### src/rtl/seven_seg_defs.sv
// Shared constants for the board's seven-segment display blocks.
// Segment patterns are active-low: bit7 = dp, bits6..0 = g..a.
package seven_seg_defs;

   localparam logic [7:0] GLYPH_0 = 8'hC0;
   localparam logic [7:0] GLYPH_1 = 8'hF9;
   localparam logic [7:0] GLYPH_2 = 8'hA4;
   localparam logic [7:0] GLYPH_3 = 8'hB0;
   localparam logic [7:0] GLYPH_4 = 8'h99;
   localparam logic [7:0] GLYPH_5 = 8'h92;
   localparam logic [7:0] GLYPH_6 = 8'h82;
   localparam logic [7:0] GLYPH_7 = 8'hF8;
   localparam logic [7:0] GLYPH_8 = 8'h80;
   localparam logic [7:0] GLYPH_9 = 8'h90;
   localparam logic [7:0] GLYPH_A = 8'h88;
   localparam logic [7:0] GLYPH_B = 8'h83;
   localparam logic [7:0] GLYPH_C = 8'hC6;
   localparam logic [7:0] GLYPH_D = 8'hA1;
   localparam logic [7:0] GLYPH_E = 8'h86;
   localparam logic [7:0] GLYPH_F = 8'h8E;

   localparam logic [7:0] SEG_BLANK = 8'hFF;
   localparam int         DP_BIT    = 7;

   // All anodes off; users slice the low NUM_DIGITS bits (up to AN_MAX digits).
   localparam int                AN_MAX = 64;
   localparam logic [AN_MAX-1:0] AN_OFF = {AN_MAX{1'b1}};

endpackage

### src/rtl/seven_seg_hex_decode.sv
// Combinational hex nibble to active-low seven-segment glyph (g..a).
module seven_seg_hex_decode
   import seven_seg_defs::*;
(
   input  logic [3:0] nibble,
   output logic [6:0] segs
);

   // Glyph lookup
   always_comb begin
      segs = SEG_BLANK[6:0];
      case (nibble)
         4'h0: segs = GLYPH_0[6:0];
         4'h1: segs = GLYPH_1[6:0];
         4'h2: segs = GLYPH_2[6:0];
         4'h3: segs = GLYPH_3[6:0];
         4'h4: segs = GLYPH_4[6:0];
         4'h5: segs = GLYPH_5[6:0];
         4'h6: segs = GLYPH_6[6:0];
         4'h7: segs = GLYPH_7[6:0];
         4'h8: segs = GLYPH_8[6:0];
         4'h9: segs = GLYPH_9[6:0];
         4'hA: segs = GLYPH_A[6:0];
         4'hB: segs = GLYPH_B[6:0];
         4'hC: segs = GLYPH_C[6:0];
         4'hD: segs = GLYPH_D[6:0];
         4'hE: segs = GLYPH_E[6:0];
         4'hF: segs = GLYPH_F[6:0];
         default: segs = SEG_BLANK[6:0];
      endcase
   end

endmodule

### src/rtl/seven_seg_scan.sv
// Self-scanning multiplexed seven-segment driver with frame-latched inputs,
// blinking, leading-zero suppression and an anode guard interval.
module seven_seg_scan
   import seven_seg_defs::*;
#(
   parameter int NUM_DIGITS   = 4,
   parameter int SCAN_DIV     = 50000,
   parameter int GUARD        = 500,
   parameter int BLINK_FRAMES = 64
) (
   input  logic                    clk,
   input  logic                    rst,
   input  logic                    mode,
   input  logic [4*NUM_DIGITS-1:0] hex_data,
   input  logic [8*NUM_DIGITS-1:0] raw_data,
   input  logic [NUM_DIGITS-1:0]   dp,
   input  logic [NUM_DIGITS-1:0]   blink_mask,
   input  logic                    blank_lz,
   output logic [7:0]              seg,
   output logic [NUM_DIGITS-1:0]   an
);

   localparam int CNT_W = $clog2(SCAN_DIV);
   localparam int IDX_W = (NUM_DIGITS > 1) ? $clog2(NUM_DIGITS) : 1;
   localparam int BLK_W = (BLINK_FRAMES > 1) ? $clog2(BLINK_FRAMES) : 1;

   localparam logic [CNT_W-1:0] CNT_LAST  = CNT_W'(SCAN_DIV - 1);
   localparam logic [CNT_W-1:0] GUARD_CNT = CNT_W'(GUARD);
   localparam logic [IDX_W-1:0] IDX_LAST  = IDX_W'(NUM_DIGITS - 1);
   localparam logic [BLK_W-1:0] BLK_LAST  = BLK_W'(BLINK_FRAMES - 1);

   logic [CNT_W-1:0]        cnt_r;
   logic [IDX_W-1:0]        idx_r;
   logic [BLK_W-1:0]        blk_cnt_r;
   logic                    phase_r;
   logic                    fresh_r;
   logic                    mode_sh_r;
   logic [4*NUM_DIGITS-1:0] hex_sh_r;
   logic [8*NUM_DIGITS-1:0] raw_sh_r;
   logic [NUM_DIGITS-1:0]   dp_sh_r;
   logic [NUM_DIGITS-1:0]   blink_sh_r;
   logic                    blank_lz_sh_r;
   logic [7:0]              seg_r;
   logic [NUM_DIGITS-1:0]   an_r;

   logic                    slot_end_s;
   logic                    frame_end_s;
   logic                    latch_s;
   logic [3:0]              nibble_s;
   logic [7:0]              raw_byte_s;
   logic [6:0]              glyph_s;
   logic                    zero_run_s;
   logic [NUM_DIGITS-1:0]   zero_above_s;
   logic                    lz_blank_s;
   logic [7:0]              seg_nxt_s;
   logic [NUM_DIGITS-1:0]   an_nxt_s;

   assign slot_end_s  = (cnt_r == CNT_LAST);
   assign frame_end_s = slot_end_s && (idx_r == IDX_LAST);
   assign latch_s     = fresh_r || frame_end_s;
   assign nibble_s    = hex_sh_r[4*int'(idx_r) +: 4];
   assign raw_byte_s  = raw_sh_r[8*int'(idx_r) +: 8];

   seven_seg_hex_decode u_hex_decode (
      .nibble (nibble_s),
      .segs   (glyph_s)
   );

   // zero_above_s[i]: every nibble from the leftmost digit down to i is zero
   always_comb begin
      zero_run_s   = 1'b1;
      zero_above_s = '0;
      for (int i = NUM_DIGITS - 1; i >= 0; i--) begin
         zero_run_s      = zero_run_s && (hex_sh_r[4*i +: 4] == 4'h0);
         zero_above_s[i] = zero_run_s;
      end
   end

   assign lz_blank_s = blank_lz_sh_r && (idx_r != '0) && zero_above_s[idx_r];

   // Next-cycle segment/anode pattern for the current slot
   always_comb begin
      seg_nxt_s = SEG_BLANK;
      an_nxt_s  = AN_OFF[NUM_DIGITS-1:0];
      if (cnt_r < GUARD_CNT) begin
         seg_nxt_s = SEG_BLANK;
         an_nxt_s  = AN_OFF[NUM_DIGITS-1:0];
      end else begin
         for (int i = 0; i < NUM_DIGITS; i++) begin
            an_nxt_s[i] = (idx_r != IDX_W'(i));
         end
         if (phase_r && blink_sh_r[idx_r]) begin
            seg_nxt_s = SEG_BLANK;
         end else if (mode_sh_r) begin
            seg_nxt_s = raw_byte_s;
         end else begin
            seg_nxt_s[DP_BIT] = ~dp_sh_r[idx_r];
            seg_nxt_s[6:0]    = lz_blank_s ? SEG_BLANK[6:0] : glyph_s;
         end
      end
   end

   // Scan counters, frame-latched shadows, blink phase and output registers
   always_ff @(posedge clk) begin
      if (rst) begin
         cnt_r         <= '0;
         idx_r         <= '0;
         blk_cnt_r     <= '0;
         phase_r       <= 1'b0;
         fresh_r       <= 1'b1;
         mode_sh_r     <= 1'b0;
         hex_sh_r      <= '0;
         raw_sh_r      <= '0;
         dp_sh_r       <= '0;
         blink_sh_r    <= '0;
         blank_lz_sh_r <= 1'b0;
         seg_r         <= SEG_BLANK;
         an_r          <= AN_OFF[NUM_DIGITS-1:0];
      end else begin
         fresh_r <= 1'b0;
         seg_r   <= seg_nxt_s;
         an_r    <= an_nxt_s;
         if (slot_end_s) begin
            cnt_r <= '0;
            idx_r <= (idx_r == IDX_LAST) ? '0 : idx_r + IDX_W'(1);
         end else begin
            cnt_r <= cnt_r + CNT_W'(1);
         end
         if (frame_end_s) begin
            if (blk_cnt_r == BLK_LAST) begin
               blk_cnt_r <= '0;
               phase_r   <= ~phase_r;
            end else begin
               blk_cnt_r <= blk_cnt_r + BLK_W'(1);
            end
         end
         // Shadows only move on a latch edge so a frame never tears
         if (latch_s) begin
            mode_sh_r     <= mode;
            hex_sh_r      <= hex_data;
            raw_sh_r      <= raw_data;
            dp_sh_r       <= dp;
            blink_sh_r    <= blink_mask;
            blank_lz_sh_r <= blank_lz;
         end
      end
   end

   assign seg = seg_r;
   assign an  = an_r;

endmodule

### config.mk
export PLATFORM = sky130hd
export DESIGN_NAME = seven_seg_scan
export DESIGN_NICKNAME = d
export VERILOG_FILES = /design/src/rtl/seven_seg_defs.sv /design/src/rtl/seven_seg_hex_decode.sv /design/src/rtl/seven_seg_scan.sv
export SDC_FILE = /design/constraint.sdc
export NUM_CORES = 1
export LEC_CHECK = 0
export BUFFER_PORTS_ARGS = -buffer_cell sky130_fd_sc_hd__buf_4
export CAP_MARGIN = 20
export CORE_ASPECT_RATIO = 0.5
export CORE_UTILIZATION = 31
export CTS_CLUSTER_DIAMETER = 150
export DETAILED_ROUTE_END_ITERATION = 10
export HOLD_SLACK_MARGIN = 0.03
export PLACE_DENSITY = 0.48
export SETUP_SLACK_MARGIN = 0.15
export SLEW_MARGIN = 20
export SYNTH_ARGS = -nofsm -noshare
export SYNTH_HDL_FRONTEND = slang
export SYNTH_HIERARCHICAL = 1
export SYNTH_SLANG_ARGS = --single-unit
### constraint.sdc
create_clock -name clk -period 8.8 [get_ports clk]
set_input_delay 0 -clock clk [delete_from_list [all_inputs] [get_ports clk]]
set_output_delay 0 -clock clk [all_outputs]
set_load 0.01 [all_outputs]
==> results of run 1 <==
==> layout make-up <==
class / count / area (sq um)
inverters: 11 / 41.3
well taps: 170 / 213
clock buffers: 10 / 239
clock inverters: 6 / 90.1
fillers: 1277 / 7220
flip-flops and latches: 96 / 1920
repair buffers: 131 / 1130
multi-input cells: 354 / 2170
==> through the flow <==
step                cells  hold WS (ns)  power (mW)  setup slack, ns  utilization
floorplan             493        0.0277       0.516             5.95            -
global placement      704         0.259       0.550             6.03        0.376
detailed placement    704         0.260       0.551             5.96        0.376
CTS                   778         0.169        1.00             5.95        0.446
global route          778         0.191        1.03             5.75        0.446
finish                778         0.167       0.993             5.98        0.446
==> sequential cells by signal (all words and copies together), names as in the netlist <==
register,flops
idx_r,2
raw_sh_r,32
mode_sh_r,1
an,4
blank_lz_sh_r,1
blk_cnt_r,6
blink_sh_r,4
cnt_r,16
hex_sh_r,16
fresh_r,1
phase_r,1
seg,8
dp_sh_r,4
==> final timing paths <==
kind	start	endpoint	slack (ns)
worst max-delay path	idx_r[1]$_SDFFE_PP0N_	raw_sh_r[8]$_SDFFE_PP0P_	5.98
worst min-delay path	rst	fresh_r$_DFF_P_	0.17
worst max register to register	idx_r[1]$_SDFFE_PP0N_	raw_sh_r[8]$_SDFFE_PP0P_	5.98
worst min register to register	raw_sh_r[19]$_SDFFE_PP0P_	raw_sh_r[19]$_SDFFE_PP0P_	0.45
==> layer usage <==
| layer | wire length [microns] | track usage |
|---|---|---|
| met3 | 347 | 0.0424 |
| met1 | 5520 | 0.216 |
| met2 | 4770 | 0.254 |
| met4 | 98 | 0.0392 |
| met5 | 0 | 0 |
==> logic make-up after synthesis <==
kind of cell,after synthesis,synth area share
multiplexers,27,0.105
flip-flops,96,0.451
adder cells (fa/ha/maj),13,0.0382
AO/OA/AOI/OAI,92,0.120
XOR/XNOR,14,0.0288
buffers and inverters,43,0.0426
AND/OR/NAND/NOR,208,0.215
==> synthesized netlist by cell type (4+ instances only) <==
library cell	n
xnor2_1	10
inv_1	11
nor2_1	23
mux4_2	14
clkbuf_1	25
buf_2	4
mux2i_1	12
ha_1	13
nor3_1	6
nand2_1	134
o21ai_0	10
dfxtp_1	96
a21oi_1	64
nand4_1	6
nor4_1	9
nand3_1	14
xor2_1	4
==> power breakdown <==
part           internal (mW)  total [mW]  switching [mW]
clock                  0.259       0.433           0.174
combinational         0.0549      0.0975          0.0425
sequential             0.450       0.463          0.0124
==> metrics.md, run 1 <==
| Metric | Value |
|---|---|
| Largest net degree at the start of global routing | 73 |
| Commonest non-fill, non-tap cells in the layout | nand2_1, dfxtp_1, buf_4 |
| Iteration-0 DRC Markers | around 210 |
| Synth cell types | 42 |
| Max Fclk | roughly 350 MHz |
| Post-synth EDFFs | 0 |
| GRT overflow | 0 |
| DRT Pass-1 Iters | 6 |
| Clock root buffer | clkbuf_16 |
| GR Util All Layers | 0.160 |
| Post-CTS Setup Bufs | 0 |
| Seq/Total Area, Yosys | 0.451 |
| Top FF cell, synth | dfxtp_1 |
| Post-cts repair resize count | 0 |
| WHS Path Cells | 1 |
| CTS Buf Count | 9 |
| Antenna-violating nets left | 0 |
| Post-DP HPWL | 7070 microns |
| CP required | 8.99 ns |
| Syn Inst Count | 493 |
| Max Buffers Root-to-Sink | 2 |
| Placed Area | 0.00490 sq mm |
| Register bit total from synthesis | 96 |
| Core box area | about 0.013 sq mm |
| Cell Rows | 29 |
| Die W | 168 microns |
| CTS tree | done |
| Fin crit period | 2.82 ns |
| Hold crit path type | input port to flop |
| Top cell type's share of synthesized area | 0.451 |
| Leading area contributor after synthesis | dfxtp_1 |
| Clock Latency Late Sink | roughly 0.34 ns |
| Slowest stage delay, CP | roughly 0.92 ns |
| Commonest non-fill, non-tap cell in the layout | nand2_1 |
| Nets | around 680 |
| Setup TNS | 0 ns |
| Vias per cell | 4.75 |
| CP delay by family, top | flip-flops |
| Post-Syn Area | between 0.004 and 0.005 sq mm |
| First-pass GRT wire length | 17900 microns |
| Bufs and invs on worst path | 0 |
| Avg WL per Cell | 13.8 microns |
| CP startpoint kind | flop |
| Initial core utilization | 0.327 |
| N_diodes | 0 |
| Layout Area Growth over Synthesis | 36.2% |
| Io pins | between 70 and 80 |
| CP Class | flop to flop |
| RSZ-0062 raised after global routing | false |
| Syn nets | 566 |
| # H-tree levels | 3 |
| Slew HR | 0.282 |
| Die area | 0.0143 sq mm |
| Pleak | 2.21 nW |
| Ys async rst share | 0 |
| Via count | 3694 |
| Peak supply drop | 0.0000930 V |
| CP Max Fanout | between 50 and 60 |
| Final wirelength | ~11000 microns |
| PortBufs | 71 |
| CP arrival | around 3 ns |
| Hold_buf cts | 58 |
| Number of max-cap violations | 0 |
| Synthesis warning total | 6 |
| FF-to-FF path depth | 5 |
| Number of global-route vias before repair | 3613 |
| Clock transition at path regs | approximately 0.070 ns |
| Tcrit/Tclk final | 0.321 |
| Critical Path Slowest Stage Cell | dfxtp_1 |
| Fin. Hold Viols | 0 |
| Least-Margin Pin Slew | 1.08 ns |
| Final instance area | 0.00581 sq mm |
| Outcome | completed |
| Top area cells in the synthesized netlist | dfxtp_1, nand2_1, a21oi_1 |
| CP Cell Sequence | ha_1 -> nand4_1 -> o41a_2 -> nand2_1 -> a21oi_1 |
| DRC Markers | 0 |
| Pwr per Cell Area | about 170 mW/mm^2 |
| Initial antenna violation count | 0 |
| Clk sinks | 96 |
| Die H | about 85 microns |
| Setup violators final | 0 |
| CP endpoint kind | flop |
| Max-slew violation count | 0 |
| Critical path depth in cells | 5 |
| Gpl congestion | between 0.7 and 0.8 |
| Post-Syn Area per Cell | 8.65 sq um |
| Clock skew | 0.00942 ns |
| Share of post-route cells with drive strength above 1 | 0.181 |
No activity file was read; power rests on OpenSTA's default activity.
==> inputs of run 2 (changes only) <==
ABC_AREA = 1   (was default)
PLACE_DENSITY = 0.47   (was 0.48)
clock period = 2.7 ns   (was 8.8 ns; I/O delays follow)
==> run 2 against run 1 <==
Effect of this change: clock-buffer cell count stayed put; largest power group unchanged; critical path type unchanged; clock power rose to 3.5 times the previous value; sequential share of layout area shrank 4.5 points; total power grew to 3.5 times the previous value; synthesized cell count up 56%; highest routed layer unchanged; first-iteration DRC count down 12%; sequential power rose to 3.3 times the previous value; maximum frequency up 26%.
==> metrics.md, run 2 <==
| Metric | Value |
|---|---|
| Most flops, register | raw_sh_r |
| Clock skew | 0.0112 ns (+0.00181 ns) |
| Register bit total from synthesis | 96 (unchanged) |
| CP Class | flop to flop |
| Top cell type's share of synthesized area | 0.379 (-0.0722) |
| Fin crit period | 2.24 ns (-0.577 ns) |
| Hold_buf cts | 59 (+1.7%) |
| Top flop regs | raw_sh_r x32, cnt_r x16, hex_sh_r x16 |
| Max-slew violation count | 0 (unchanged) |
| Setup violators final | 0 (unchanged) |
| Number of max-cap violations | 0 (unchanged) |
| Initial antenna violation count | 0 (unchanged) |
| Placed Area | 0.00577 sq mm (+18%) |
| Gpl congestion | 0.863 (+17%) |
| Max Fclk | 446 MHz (+26%) |
| CP delay by family, top | buffers and inverters |
| PortBufs | 71 (unchanged) |
| Top area cells in the synthesized netlist | dfxtp_1, nand2_1, a21oi_1 |
| Pleak | 3.06 nW (+38%) |
| Initial core utilization | 0.323 (-0.00383) |
| Least-Margin Pin Slew | 0.728 ns (-0.349 ns) |
| Post-Syn Area per Cell | 6.58 sq um (-24%) |
| Vias per cell | 4.48 (-5.6%) |
| GR Util All Layers | 0.168 (+0.00837) |
| Commonest non-fill, non-tap cells in the layout | nand2_1, a21oi_1, nor2_1, dfxtp_1, inv_1 |
| Seq/Total Area, Yosys | 0.379 (-0.0722) |
| Clock root buffer | clkbuf_16 |
| Via count | 4946 (+34%) |
| Cell Rows | 32 (+10%) |
| Clock transition at path regs | 0.07 ns (about the same) |
| Slew HR | 0.511 (+0.229) |
| Bufs and invs on worst path | 4 (+4) |
| Synthesis warning total | 6 (unchanged) |
| CP Cell Sequence | inv_1 -> a21oi_1 -> a21oi_1 -> inv_1 -> ha_1 -> inv_1 -> nand2_1 -> nand2_1 -> nand2_1 -> nand2_1 -> inv_1 -> nand2_1 -> nand2_1 -> nand2_1 |
| CP endpoint kind | flop |
| DRC Markers | 0 (unchanged) |
| Layout Area Growth over Synthesis | 32.2% |
| Post-Syn Area | 0.00508 sq mm (+19%) |
| CP arrival | 2.48 ns (-0.53 ns) |
| First-pass GRT wire length | 22500 microns (+26%) |
| Iteration-0 DRC Markers | 185 (-12%) |
| Crit path top cell by count | nand2_1 |
| # H-tree levels | 3 (unchanged) |
| Hold crit path type | input port to flop |
| Top post-synthesis cells by count | nand2_1, a21oi_1, dfxtp_1, nor2_1, inv_1 |
| Slowest stage delay, CP | 0.39 ns (-0.53 ns) |
| CP startpoint kind | flop |
| Top FF cell, synth | dfxtp_1 |
| Die H | 92.5 microns (+8.9%) |
| Count leader, synth | nand2_1 |
| Nets | 951 (+41%) |
| Die area | 0.0169 sq mm (+19%) |
| Antenna-violating nets left | 0 (unchanged) |
| CP required | 2.94 ns (-6.05 ns) |
| N_diodes | 0 (unchanged) |
| Setup TNS | 0 ns (unchanged) |
| Peak supply drop | 0.000337 V (+260%) |
| Pwr per Cell Area | 514 mW/mm^2 (+200%) |
| Max reg flops | 32 (unchanged) |
| Synth cell types | 27 (-36%) |
| Number of global-route vias before repair | 4578 (+27%) |
| CTS tree | done |
| Io pins | 72 (unchanged) |
| Core box area | 0.0157 sq mm (+20%) |
| Commonest non-fill, non-tap cell in the layout | nand2_1 |
| Leading area contributor after synthesis | dfxtp_1 |
| Post-cts repair resize count | 0 (unchanged) |
| Largest net degree at the start of global routing | 60 (-18%) |
| Final instance area | 0.00671 sq mm (+16%) |
| RSZ-0062 raised after global routing | false |
| Final wirelength | 13600 microns (+26%) |
| Post-CTS Setup Bufs | 0 (unchanged) |
| Outcome | completed |
| Ys async rst share | 0 (unchanged) |
| DRT Pass-1 Iters | 4 (-2) |
| Syn nets | 844 (+49%) |
| Clk sinks | 96 (unchanged) |
| Syn Inst Count | 771 (+56%) |
| Fillers | 1710 (+34%) |
| Post-DP HPWL | 9290 microns (+31%) |
| Tcrit/Tclk final | 0.831 (+0.510) |
| CP Max Fanout | 15 (-74%) |
| Max Buffers Root-to-Sink | 2 (unchanged) |
| Die W | 183 microns (+9.0%) |
| GRT overflow | 0 (unchanged) |
| Share of post-route cells with drive strength above 1 | 0.136 (-0.0450) |
| Critical Path Slowest Stage Cell | a21oi_1 |
| Post-synth EDFFs | 0 (unchanged) |
| CTS Buf Count | 9 (unchanged) |
| Clock Latency Late Sink | 0.35 ns (about the same) |
| Avg WL per Cell | 12.3 microns (-11%) |
| Fin. Hold Viols | 0 (unchanged) |
run 2: changes by cell type in the layout (fill, tap and decap cells not counted), sizes merged, moves of 12 or more:
cell / before / now
inv: 13 / 94
nor2: 23 / 99
nand3: 14 / 83
a21oi: 64 / 114
nand2: 134 / 173
o21ai: 12 / 30
mux4: 14 / 0
mux2i: 12 / 0
run 2: logic make-up (layout without fill, tap and decap cells):
| family | after synthesis | count (layout) | share of synthesized area |
|---|---|---|---|
| adder cells (fa/ha/maj) | 13 | 13 | 0.0320 |
| flip-flops | 96 | 96 | 0.379 |
| AO/OA/AOI/OAI | 145 | 145 | 0.143 |
| XOR/XNOR | 8 | 8 | 0.0138 |
| buffers and inverters | 141 | 253 | 0.119 |
| AND/OR/NAND/NOR | 368 | 368 | 0.314 |
run 2: per-layer routing:
layer / global-route usage / routed length, microns
met1: 0.226 / 6930
met3: 0.0401 / 467
met2: 0.270 / 6030
met5: 0 / 0
met4: 0.0403 / 154
run 2: power by group:
part           switching (mW)  internal (mW)
sequential             0.0282           1.48
clock                   0.572          0.936
combinational           0.219          0.215
run 2: stage by stage:
stage	hold WS (ns)	instances	total power [mW]	setup slack, ns	util
after floorplan	0.0277	771	1.78	0.446	-
after global placement	0.220	1029	1.91	0.556	0.367
after detailed placement	0.225	1029	1.91	0.484	0.367
after CTS	0.389	1104	3.51	0.440	0.428
after global routing	0.402	1104	3.63	0.166	0.428
final	0.411	1104	3.45	0.457	0.428
run 2: area by class of cell:
class,count,area (sq um),share of cell area
Tap cell,221,277,0.0412
Timing Repair Buffer,141,1240,0.185
Sequential cell,96,1920,0.286
Clock buffer,10,239,0.0356
Inverter,96,362,0.0539
Multi-Input combinational cell,534,2550,0.380
Clock inverter,6,116,0.0173
run 2: worst register-to-register path, delay by kind of cell (launching register included):
family	cells	cell delay, ns
flip-flops	1	0.32
AO/OA/AOI/OAI	2	0.50
buffers and inverters	4	0.61
adder cells (fa/ha/maj)	1	0.35
AND/OR/NAND/NOR	7	0.36
run 2: worst paths after layout:
check	depth (start not counted)	from	end	slack, ns
setup / recovery	14	idx_r[1]$_SDFFE_PP0N_	seg[3]$_SDFF_PP1_	0.46
hold / removal	4	hex_data[3]	hex_sh_r[3]$_SDFFE_PP0P_	0.41
setup reg to reg	14	idx_r[1]$_SDFFE_PP0N_	seg[3]$_SDFF_PP1_	0.46
hold reg to reg	1	cnt_r[0]$_SDFF_PP0_	cnt_r[0]$_SDFF_PP0_	0.45
